--- src/rtl/mem_arbiter_pkg.sv ---
// Shared types and helpers for the byte-wide RAM arbiter.
// Length codes, FSM states, owner ids and byte-lane helpers.
package mem_arbiter_pkg;

    localparam int RAM_ADDR_W_DEF = 17;

    localparam logic [1:0] MEM_LEN_B = 2'd0;
    localparam logic [1:0] MEM_LEN_H = 2'd1;
    localparam logic [1:0] MEM_LEN_W = 2'd2;

    typedef enum logic [1:0] {
        MEMARB_IDLE,
        MEMARB_XFER,
        MEMARB_DONE
    } arb_state_t;

    typedef enum logic {
        OWNER_IF,
        OWNER_MEM
    } owner_t;

    // Index of the final byte for a length code; code 3 behaves as a word.
    function automatic logic [1:0] len_last(input logic [1:0] len);
        logic [1:0] last;
        case (len)
            MEM_LEN_B: last = 2'd0;
            MEM_LEN_H: last = 2'd1;
            default:   last = 2'd3;
        endcase
        return last;
    endfunction

    function automatic logic [31:0] put_byte(
        input logic [31:0] word,
        input logic [1:0]  idx,
        input logic [7:0]  b
    );
        return word | (32'(b) << {idx, 3'b000});
    endfunction

endpackage

--- src/rtl/mem_arbiter_if.sv ---
// Requester-side bundle between the IF/MEM stages and the RAM arbiter.
// master = pipeline stages, slave = arbiter.
interface mem_arbiter_if;

    logic        if_req;
    logic [31:0] if_addr;
    logic        if_done;
    logic [31:0] if_inst;

    logic        mem_req;
    logic        mem_we;
    logic [1:0]  mem_len;
    logic [31:0] mem_addr;
    logic [31:0] mem_wdata;
    logic        mem_done;
    logic [31:0] mem_rdata;

    logic        rqif_staller;
    logic        rqmem_staller;

    modport master (
        output if_req, if_addr,
        output mem_req, mem_we, mem_len, mem_addr, mem_wdata,
        input  if_done, if_inst, mem_done, mem_rdata,
        input  rqif_staller, rqmem_staller
    );

    modport slave (
        input  if_req, if_addr,
        input  mem_req, mem_we, mem_len, mem_addr, mem_wdata,
        output if_done, if_inst, mem_done, mem_rdata,
        output rqif_staller, rqmem_staller
    );

endinterface

--- src/rtl/mem_arbiter.sv ---
// Shares one byte-wide synchronous RAM port between IF and MEM,
// sequencing 1/2/4 byte accesses and assembling little-endian words.
module mem_arbiter
    import mem_arbiter_pkg::*;
#(
    parameter int RAM_ADDR_W = RAM_ADDR_W_DEF
) (
    input  logic                  clk,
    input  logic                  rst,
    mem_arbiter_if.slave          bus,
    output logic [RAM_ADDR_W-1:0] o_ram_addr,
    output logic                  o_ram_we,
    output logic [7:0]            o_ram_dout,
    input  logic [7:0]            i_ram_din
);

    arb_state_t            r_state;
    owner_t                r_owner;
    logic                  r_we;
    logic [1:0]            r_last;
    logic [1:0]            r_cnt;
    logic [RAM_ADDR_W-1:0] r_addr;
    logic [31:0]           r_wdata;
    logic [31:0]           r_buf;

    logic [RAM_ADDR_W-1:0] r_ram_addr;
    logic                  r_ram_we;
    logic [7:0]            r_ram_dout;
    logic                  r_if_done;
    logic                  r_mem_done;
    logic [31:0]           r_if_inst;
    logic [31:0]           r_mem_rdata;

    logic                  w_mem_sel;
    logic                  w_req_we;
    logic [1:0]            w_req_last;
    logic [RAM_ADDR_W-1:0] w_req_addr;
    logic [31:0]           w_req_wdata;
    logic [1:0]            w_next_cnt;
    logic [7:0]            w_wbyte;
    logic [31:0]           w_merged;
    logic                  w_unused;

    // MEM wins whenever both stages ask in the same cycle.
    assign w_mem_sel   = bus.mem_req;
    assign w_req_we    = w_mem_sel & bus.mem_we;
    assign w_req_last  = w_mem_sel ? len_last(bus.mem_len) : 2'd3;
    assign w_req_addr  = w_mem_sel ? bus.mem_addr[RAM_ADDR_W-1:0]
                                   : bus.if_addr[RAM_ADDR_W-1:0];
    assign w_req_wdata = w_mem_sel ? bus.mem_wdata : 32'd0;

    assign w_next_cnt = r_cnt + 2'd1;
    assign w_wbyte    = r_wdata[{w_next_cnt, 3'b000} +: 8];
    assign w_merged   = put_byte(r_buf, r_cnt, i_ram_din);

    // Upper address bits are beyond the RAM and intentionally dropped.
    assign w_unused = ^{bus.if_addr, bus.mem_addr};

    always_ff @(posedge clk) begin
        if (rst) begin
            r_state     <= MEMARB_IDLE;
            r_owner     <= OWNER_IF;
            r_we        <= 1'b0;
            r_last      <= 2'd0;
            r_cnt       <= 2'd0;
            r_addr      <= '0;
            r_wdata     <= 32'd0;
            r_buf       <= 32'd0;
            r_ram_addr  <= '0;
            r_ram_we    <= 1'b0;
            r_ram_dout  <= 8'd0;
            r_if_done   <= 1'b0;
            r_mem_done  <= 1'b0;
            r_if_inst   <= 32'd0;
            r_mem_rdata <= 32'd0;
        end else begin
            r_if_done  <= 1'b0;
            r_mem_done <= 1'b0;
            unique case (r_state)
                MEMARB_IDLE: begin
                    if (bus.mem_req || bus.if_req) begin
                        r_owner    <= w_mem_sel ? OWNER_MEM : OWNER_IF;
                        r_we       <= w_req_we;
                        r_last     <= w_req_last;
                        r_cnt      <= 2'd0;
                        r_addr     <= w_req_addr;
                        r_wdata    <= w_req_wdata;
                        r_buf      <= 32'd0;
                        r_ram_addr <= w_req_addr;
                        r_ram_we   <= w_req_we;
                        r_ram_dout <= w_req_wdata[7:0];
                        r_state    <= MEMARB_XFER;
                    end
                end
                MEMARB_XFER: begin
                    if (r_cnt == r_last) begin
                        r_ram_we <= 1'b0;
                        r_state  <= MEMARB_DONE;
                        if (r_owner == OWNER_MEM) begin
                            r_mem_done <= 1'b1;
                            if (!r_we) r_mem_rdata <= w_merged;
                        end else begin
                            r_if_done <= 1'b1;
                            r_if_inst <= w_merged;
                        end
                    end else begin
                        r_cnt      <= w_next_cnt;
                        r_buf      <= w_merged;
                        r_ram_addr <= r_addr + RAM_ADDR_W'(w_next_cnt);
                        r_ram_dout <= w_wbyte;
                    end
                end
                MEMARB_DONE: begin
                    // Requests are not sampled here so a held one is not re-taken.
                    r_state <= MEMARB_IDLE;
                end
                default: r_state <= MEMARB_IDLE;
            endcase
        end
    end

    assign o_ram_addr = r_ram_addr;
    assign o_ram_we   = r_ram_we;
    assign o_ram_dout = r_ram_dout;

    assign bus.if_done   = r_if_done;
    assign bus.if_inst   = r_if_inst;
    assign bus.mem_done  = r_mem_done;
    assign bus.mem_rdata = r_mem_rdata;

    assign bus.rqif_staller  = bus.if_req & ~r_if_done;
    assign bus.rqmem_staller = bus.mem_req & ~r_mem_done;

endmodule

--- src/flat_wrapper.sv ---
// flat-port wrapper written by rule: the top's interface ports become plain ports
module mem_arbiter_flat import mem_arbiter_pkg::*;
#(
    parameter int RAM_ADDR_W = RAM_ADDR_W_DEF
)
  (clk, rst, o_ram_addr, o_ram_we, o_ram_dout, i_ram_din, bus_if_req, bus_if_addr, bus_mem_req, bus_mem_we, bus_mem_len, bus_mem_addr, bus_mem_wdata, bus_if_done, bus_if_inst, bus_mem_done, bus_mem_rdata, bus_rqif_staller, bus_rqmem_staller);
  mem_arbiter_if bus_i ();
  input  logic clk;
  input  logic rst;
  output logic [RAM_ADDR_W-1:0] o_ram_addr;
  output logic o_ram_we;
  output logic [7:0] o_ram_dout;
  input  logic [7:0] i_ram_din;
  input wire logic [$bits(bus_i.if_req)-1:0] bus_if_req;
  input wire logic [$bits(bus_i.if_addr)-1:0] bus_if_addr;
  input wire logic [$bits(bus_i.mem_req)-1:0] bus_mem_req;
  input wire logic [$bits(bus_i.mem_we)-1:0] bus_mem_we;
  input wire logic [$bits(bus_i.mem_len)-1:0] bus_mem_len;
  input wire logic [$bits(bus_i.mem_addr)-1:0] bus_mem_addr;
  input wire logic [$bits(bus_i.mem_wdata)-1:0] bus_mem_wdata;
  output wire logic [$bits(bus_i.if_done)-1:0] bus_if_done;
  output wire logic [$bits(bus_i.if_inst)-1:0] bus_if_inst;
  output wire logic [$bits(bus_i.mem_done)-1:0] bus_mem_done;
  output wire logic [$bits(bus_i.mem_rdata)-1:0] bus_mem_rdata;
  output wire logic [$bits(bus_i.rqif_staller)-1:0] bus_rqif_staller;
  output wire logic [$bits(bus_i.rqmem_staller)-1:0] bus_rqmem_staller;
  assign bus_i.if_req = bus_if_req;
  assign bus_i.if_addr = bus_if_addr;
  assign bus_i.mem_req = bus_mem_req;
  assign bus_i.mem_we = bus_mem_we;
  assign bus_i.mem_len = bus_mem_len;
  assign bus_i.mem_addr = bus_mem_addr;
  assign bus_i.mem_wdata = bus_mem_wdata;
  assign bus_if_done = bus_i.if_done;
  assign bus_if_inst = bus_i.if_inst;
  assign bus_mem_done = bus_i.mem_done;
  assign bus_mem_rdata = bus_i.mem_rdata;
  assign bus_rqif_staller = bus_i.rqif_staller;
  assign bus_rqmem_staller = bus_i.rqmem_staller;
  mem_arbiter #(.RAM_ADDR_W(RAM_ADDR_W)) u_core (.clk(clk), .rst(rst), .bus(bus_i), .o_ram_addr(o_ram_addr), .o_ram_we(o_ram_we), .o_ram_dout(o_ram_dout), .i_ram_din(i_ram_din));
endmodule
--- config.mk ---
export PLATFORM = sky130hd
export DESIGN_NAME = mem_arbiter_flat
export DESIGN_NICKNAME = d
export VERILOG_FILES = /design/src/rtl/mem_arbiter_pkg.sv /design/src/rtl/mem_arbiter_if.sv /design/src/rtl/mem_arbiter.sv /design/src/flat_wrapper.sv
export SDC_FILE = /design/constraint.sdc
export NUM_CORES = 1
export LEC_CHECK = 0
export CAP_MARGIN = 10
export CORE_MARGIN = 1
export CORE_UTILIZATION = 37
export CTS_BUF_LIST = sky130_fd_sc_hd__clkbuf_2
export DETAILED_ROUTE_END_ITERATION = 8
export PLACE_DENSITY_LB_ADDON = 0.05
export SLEW_MARGIN = 20
export SYNTH_ARGS = -nofsm -noshare
export SYNTH_HDL_FRONTEND = slang
export SYNTH_SLANG_ARGS = --single-unit
--- constraint.sdc ---
create_clock -name clk -period 5 [get_ports clk]
set_input_delay 1 -clock clk [delete_from_list [all_inputs] [get_ports clk]]
set_output_delay 1 -clock clk [all_outputs]
set_load 0.05 [all_outputs]
After elaboration in Yosys (flattened, before gate mapping):

Index checks and enable logic that the tools add are counted.

* add/subtract/negate cells: 2
* reductions and logical operators: 11
* bitwise operators: 10
* shifts and indexed selects: 2
* multiplexer cells: 25
* equal/unequal tests: 6

Operators with widths (number)
* $mux 32: 3
* $pmux 32 s2: 1
* $mux 17: 3
* $pmux 17 s2: 1
* $or 32x32->32: 1
* $shiftx 32x6->8: 1
* $shl 8x5->32: 1
* $add 17x2->17: 1
* $mux 8: 2
* $pmux 8 s2: 1
* $pmux 2 s2: 3
* $mux 2: 5
* $reduce_and 3->1: 3
* $not 1->1: 6
* $mux 1: 5
* $eq 2x1->1 const B: 2
* $logic_not 2->1: 2
* $ne 2x1->1 const B: 2
* $reduce_and 2->1: 2
* $reduce_and 4->1: 1
* $and 1x1->1: 3
* $reduce_or 3->1: 1
* $add 2x1->2 const B: 1
* $eq 2x2->1: 1
* other kinds (4): 4

* output and inout bits: 94
* bits in registers: 181
* bits of input ports: 111

Longest topological paths before layout:

* word-level depth: 4
* gate-level depth with buffers: 11
* depth with buffers taken out: 9

Worst setup path before layout:

No wires, ideal clock.

* kind: input -> output
* start point: input port bus_mem_req
* end point: output port bus_rqmem_staller
* path slack: 1.619 ns
* data arrival time: 2.381 ns
* stages: 4
* buffers on the path: 3
* path through: buf_4 buf_2 buf_2 nor2b_1

* word-level cells in the longest chain between the ends: 1

RTL lines
* start, declared: line flat_wrapper.sv:16 `input wire logic [$bits(bus_i.mem_req)-1:0] bus_mem_req;`
* $and 1x1->1: line mem_arbiter.sv:132 `assign bus.rqmem_staller = bus.mem_req & ~r_mem_done;`
* end, declared: line flat_wrapper.sv:26 `output wire logic [$bits(bus_i.rqmem_staller)-1:0] bus_rqmem_staller;`

Every way passes these cells.

Worst setup path after layout:

* start point: input port bus_if_req
* end point: output port bus_rqif_staller

* word-level cells in the longest chain between the ends: 1

RTL lines
* start, declared: line flat_wrapper.sv:14 `input wire logic [$bits(bus_i.if_req)-1:0] bus_if_req;`
* $and 1x1->1: line mem_arbiter.sv:131 `assign bus.rqif_staller = bus.if_req & ~r_if_done;`
* end, declared: line flat_wrapper.sv:25 `output wire logic [$bits(bus_i.rqif_staller)-1:0] bus_rqif_staller;`

Every way passes these cells.

==> flow_metrics.py <==
metrics = {
    "status": {
        "status": "finished clean",
    },
    "clock_tree": {
        "cts_tree": "yes",
        "clk-insertion-delay-late_ns": 0.73,
        "clk_pin_slew_ns": 0.26,
        "post_cts_buffers": 0,
        "htreeDepth": 4,
        "clkSinkCount": 181,
        "cts-resized-gates": 0,
        "clk_path_buf_depth": 2,
        "cts_buffers": 17,
        "ctsRootBufferMaster": "clkbuf_2",
        "cts_hold_buf": 0,
    },
    "sta": {
        "fmax_mhz": 277,
        "final_hold_viol_count": 0,
        "slew_headroom_pct": 45.3,
        "worstMarginPinSlew_ns": 0.821,
        "fin_tns_setup_ns": 0,
        "grt_setup_unrepaired": "no",
        "whs_ns": 0.470,
        "fin_worst_skew_ns": 0.0385,
        "period_needed_ns": 3.62,
        "min_period_over_period_pct": 72.3,
        "slew_viol_final": 0,
        "setup_viol": 0,
    },
    "job": {
        "drv_cap": 0,
    },
    "placement": {
        "place.gp.congestion": 0.795,
        "post-place-cells": 1170,
        "placed_cell_area_um2": 9210,
        "dp_hpwl_um": 13100,
        "io_buffers": 174,
    },
    "final_layout": {
        "final_nets": 1038,
        "finalInstanceArea_um2": 9420,
        "fill_cells": 1912,
        "drive_gt1_share_pct": 10.0,
        "layout.cells.non_filler": 1203,
        "multi_input_area_um2": 3420,
        "area_growth_pct": 27.0,
        "seq_area_um2": 3620,
        "utilization_pct": 48.2,
    },
    "routing": {
        "vias": 6305,
        "firstDrtPassIters": 5,
        "drt_iter0_drc": 377,
        "wirelength_um": 19600,
        "drt-wirelength-per-cell_um": 16.3,
        "drc": 0,
        "ant_nets": 0,
        "viasPerCell": 5.24,
    },
    "power_and_ir_drop": {
        "power_frac_comb_pct": 30.9,
        "powerDensity_nw_per_um2": 362,
        "p_leak_nw": 3.24,
        "p_int_mw": 2.13,
        "swShare_pct": 37.5,
        "irDropWorstVdd_mv": 0.162,
        "p_clk_share_pct": 20.1,
        "p_seq_share_pct": 49.0,
        "p_sw_mw": 1.28,
    },
    "setup_path": {
        "crit_arrival_ns": 2.62,
        "start_kind": "primary input",
        "endpoint_kind": "output pin",
        "r2r-end": "u_core.o_ram_addr[15]$_SDFFE_PP0P_",
        "ff2ff_path_depth": 9,
        "worstSetupPathType": "primary input to output pin",
        "regToRegSetupSlack_ns": 2.17,
        "timing.rr.start": "u_core.r_cnt[1]$_SDFFE_PP0P_",
        "crit_fanout": 4,
        "cp.required_ns": 4.00,
    },
    "hold_path": {
        "hold_depth": 2,
        "min_from": "u_core.o_ram_addr[5]$_SDFFE_PP0P_",
        "hold_path.class": "flip-flop to flip-flop",
        "hold_path_end": "u_core.o_ram_addr[5]$_SDFFE_PP0P_",
    },
    "grt": {
        "grt-busiest-layer": "met2",
        "grt_overflow": 0,
        "grt_max_degree": 96,
        "track_usage_pct": 19.7,
        "grt_pass1_wl_um": 31400,
        "use_met1_pct": 24.4,
        "grt_antenna_before_repair": 1,
        "use_met3_pct": 4.87,
        "gr-usage-met2_pct": 33.8,
        "grt_pass1_vias": 6064,
    },
    "synth": {
        "ys_types": 47,
        "syn_inst": 796,
        "synth_top_area_share_pct": 48.9,
        "synth_area_leaders": "dfxtp_1 49%, nor2_1 8.4%, a22oi_1 6.5%",
        "yosysSeqAreaShare_pct": 48.9,
        "syn_area_per_cell_um2": 9.31,
        "async_flop_share_pct": 0,
        "yosysWarnings": 0,
        "yosysTopAreaCell": "dfxtp_1",
        "ys_ff_latch": 181,
        "synthesis.area_um2": 7410,
        "syn-num-nets": 910,
        "dominantRegCellSynth": "dfxtp_1",
        "synth_edf_count": 0,
    },
    "floorplan": {
        "chipHeight_um": 144,
        "rows": 51,
        "num_io_pins": 205,
        "core-area_um2": 19500,
        "die_x_um": 144,
        "dieArea_um2": 20600,
        "initial_core_util_pct": 38.0,
    },
}
[metal layers]
| layer | part of all wire, % | wire (um) |
|---|---|---|
| met1 | 44 | 8630 |
| met2 | 50 | 9810 |
| met3 | 4.9 | 960 |
| met4 | 1.2 | 238 |
| met5 | 0 | 0 |
[power by group through the flow]
stage,registers (mW),logic (mW),clock network (mW)
2_1_floorplan,1.97,0.448,0
3_3_place_gp,1.70,1.05,0
3_5_place_dp,1.70,1.06,0
4_1_cts,1.67,1.07,0.718
5_1_grt,1.69,1.14,0.787
6_report,1.67,1.05,0.687
[final cells by class]
class	instances	share of cell area (%)
Timing Repair Buffer	185	19.3
Sequential cell	181	38.5
Multi-Input combinational cell	536	36.3
Antenna cell	1	0.0266
Clock buffer	19	1.01
Clock inverter	13	1.16
Inverter	3	0.120
Tap cell	265	3.52
[worst max path at each step]
stage                        endpoint         from  slack, ns
finish               bus_rqif_staller   bus_if_req       1.38
global route         bus_rqif_staller   bus_if_req       1.34
CTS                  bus_rqif_staller   bus_if_req       1.39
detailed placement   bus_rqif_staller   bus_if_req       1.39
global placement     bus_rqif_staller   bus_if_req       1.41
floorplan           bus_rqmem_staller  bus_mem_req       1.62
[layout by cell type, fill, tap and decap left out, types with 2 or more instances in the layout]
master and instances:
nor4_1 3, a211oi_1 53, clkinv_2 4, buf_4 11, o21ai_1 3, nor2_1 166
clkdlybuf4s50_1 172, nand2_1 42, ha_1 2, clkbuf_2 19, o21ai_0 5, nor2b_1 4
clkinvlp_4 3, xnor2_2 2, mux2i_1 17, o211ai_1 11, xnor2_1 2, mux4_2 8
nand4_1 4, a311oi_1 8, clkinv_1 2, and2_1 3, nand2b_1 2, dfxtp_1 181
nand3_1 17, a22oi_1 64, a211oi_2 28, nor3_2 2, inv_1 3, a31oi_1 4
a21oi_1 51, nor3_1 6, xor2_1 11
[worst max-delay path: stages]
cell	delay, ns
clkdlybuf4s50_1	0.60
nor2b_1	0.16
clkdlybuf4s50_1	0.85
[cell usage after synthesis, types with 2 or more instances]
| cell type | n |
|---|---|
| a31oi_1 | 4 |
| nand2b_1 | 2 |
| o21ai_1 | 4 |
| nand3_1 | 17 |
| mux2i_1 | 17 |
| nor2b_1 | 4 |
| buf_1 | 12 |
| ha_1 | 2 |
| a22oi_1 | 64 |
| nor3_1 | 6 |
| xor2_1 | 11 |
| buf_6 | 6 |
| buf_2 | 16 |
| dfxtp_1 | 181 |
| nor2_1 | 166 |
| xnor2_1 | 2 |
| nand2_1 | 43 |
| nor4_1 | 3 |
| a21oi_1 | 51 |
| a211oi_2 | 28 |
| buf_4 | 7 |
| xnor2_2 | 2 |
| nand4_1 | 4 |
| a211oi_1 | 53 |
| nor3_2 | 2 |
| o21ai_0 | 5 |
| inv_1 | 3 |
| a311oi_1 | 8 |
| o211ai_1 | 11 |
| mux4_2 | 8 |
| nor3b_2 | 2 |
| and2_1 | 3 |
| clkbuf_1 | 35 |
[registers in the layout, summed over array words and instances (netlist names)]
name	count
u_core.bus.if_inst	32
u_core.bus.mem_rdata	32
u_core.r_buf	32
u_core.r_wdata	32
u_core.o_ram_addr	17
u_core.r_addr	17
u_core.o_ram_dout	8
u_core.r_cnt	2
u_core.r_last	2
u_core.r_state	2
u_core.bus.if_done	1
u_core.bus.mem_done	1
u_core.o_ram_we	1
u_core.r_owner	1
u_core.r_we	1
[per-stage QoR]
step / setup slack, ns / total power, mW
4_1_cts: 1.39 / 3.46
3_5_place_dp: 1.39 / 2.76
3_3_place_gp: 1.41 / 2.74
2_1_floorplan: 1.62 / 2.42
6_report: 1.38 / 3.41
5_1_grt: 1.34 / 3.61
[kinds of logic after synthesis]
family,count (synthesis),synth area share (%)
flip-flops,181,48.9
XOR/XNOR,15,1.98
buffers and inverters,79,5.23
adder cells (fa/ha/maj),3,0.608
AO/OA/AOI/OAI,233,23.6
AND/OR/NAND/NOR,260,15.0
multiplexers,25,4.73
(Power assumes the default switching activity.)
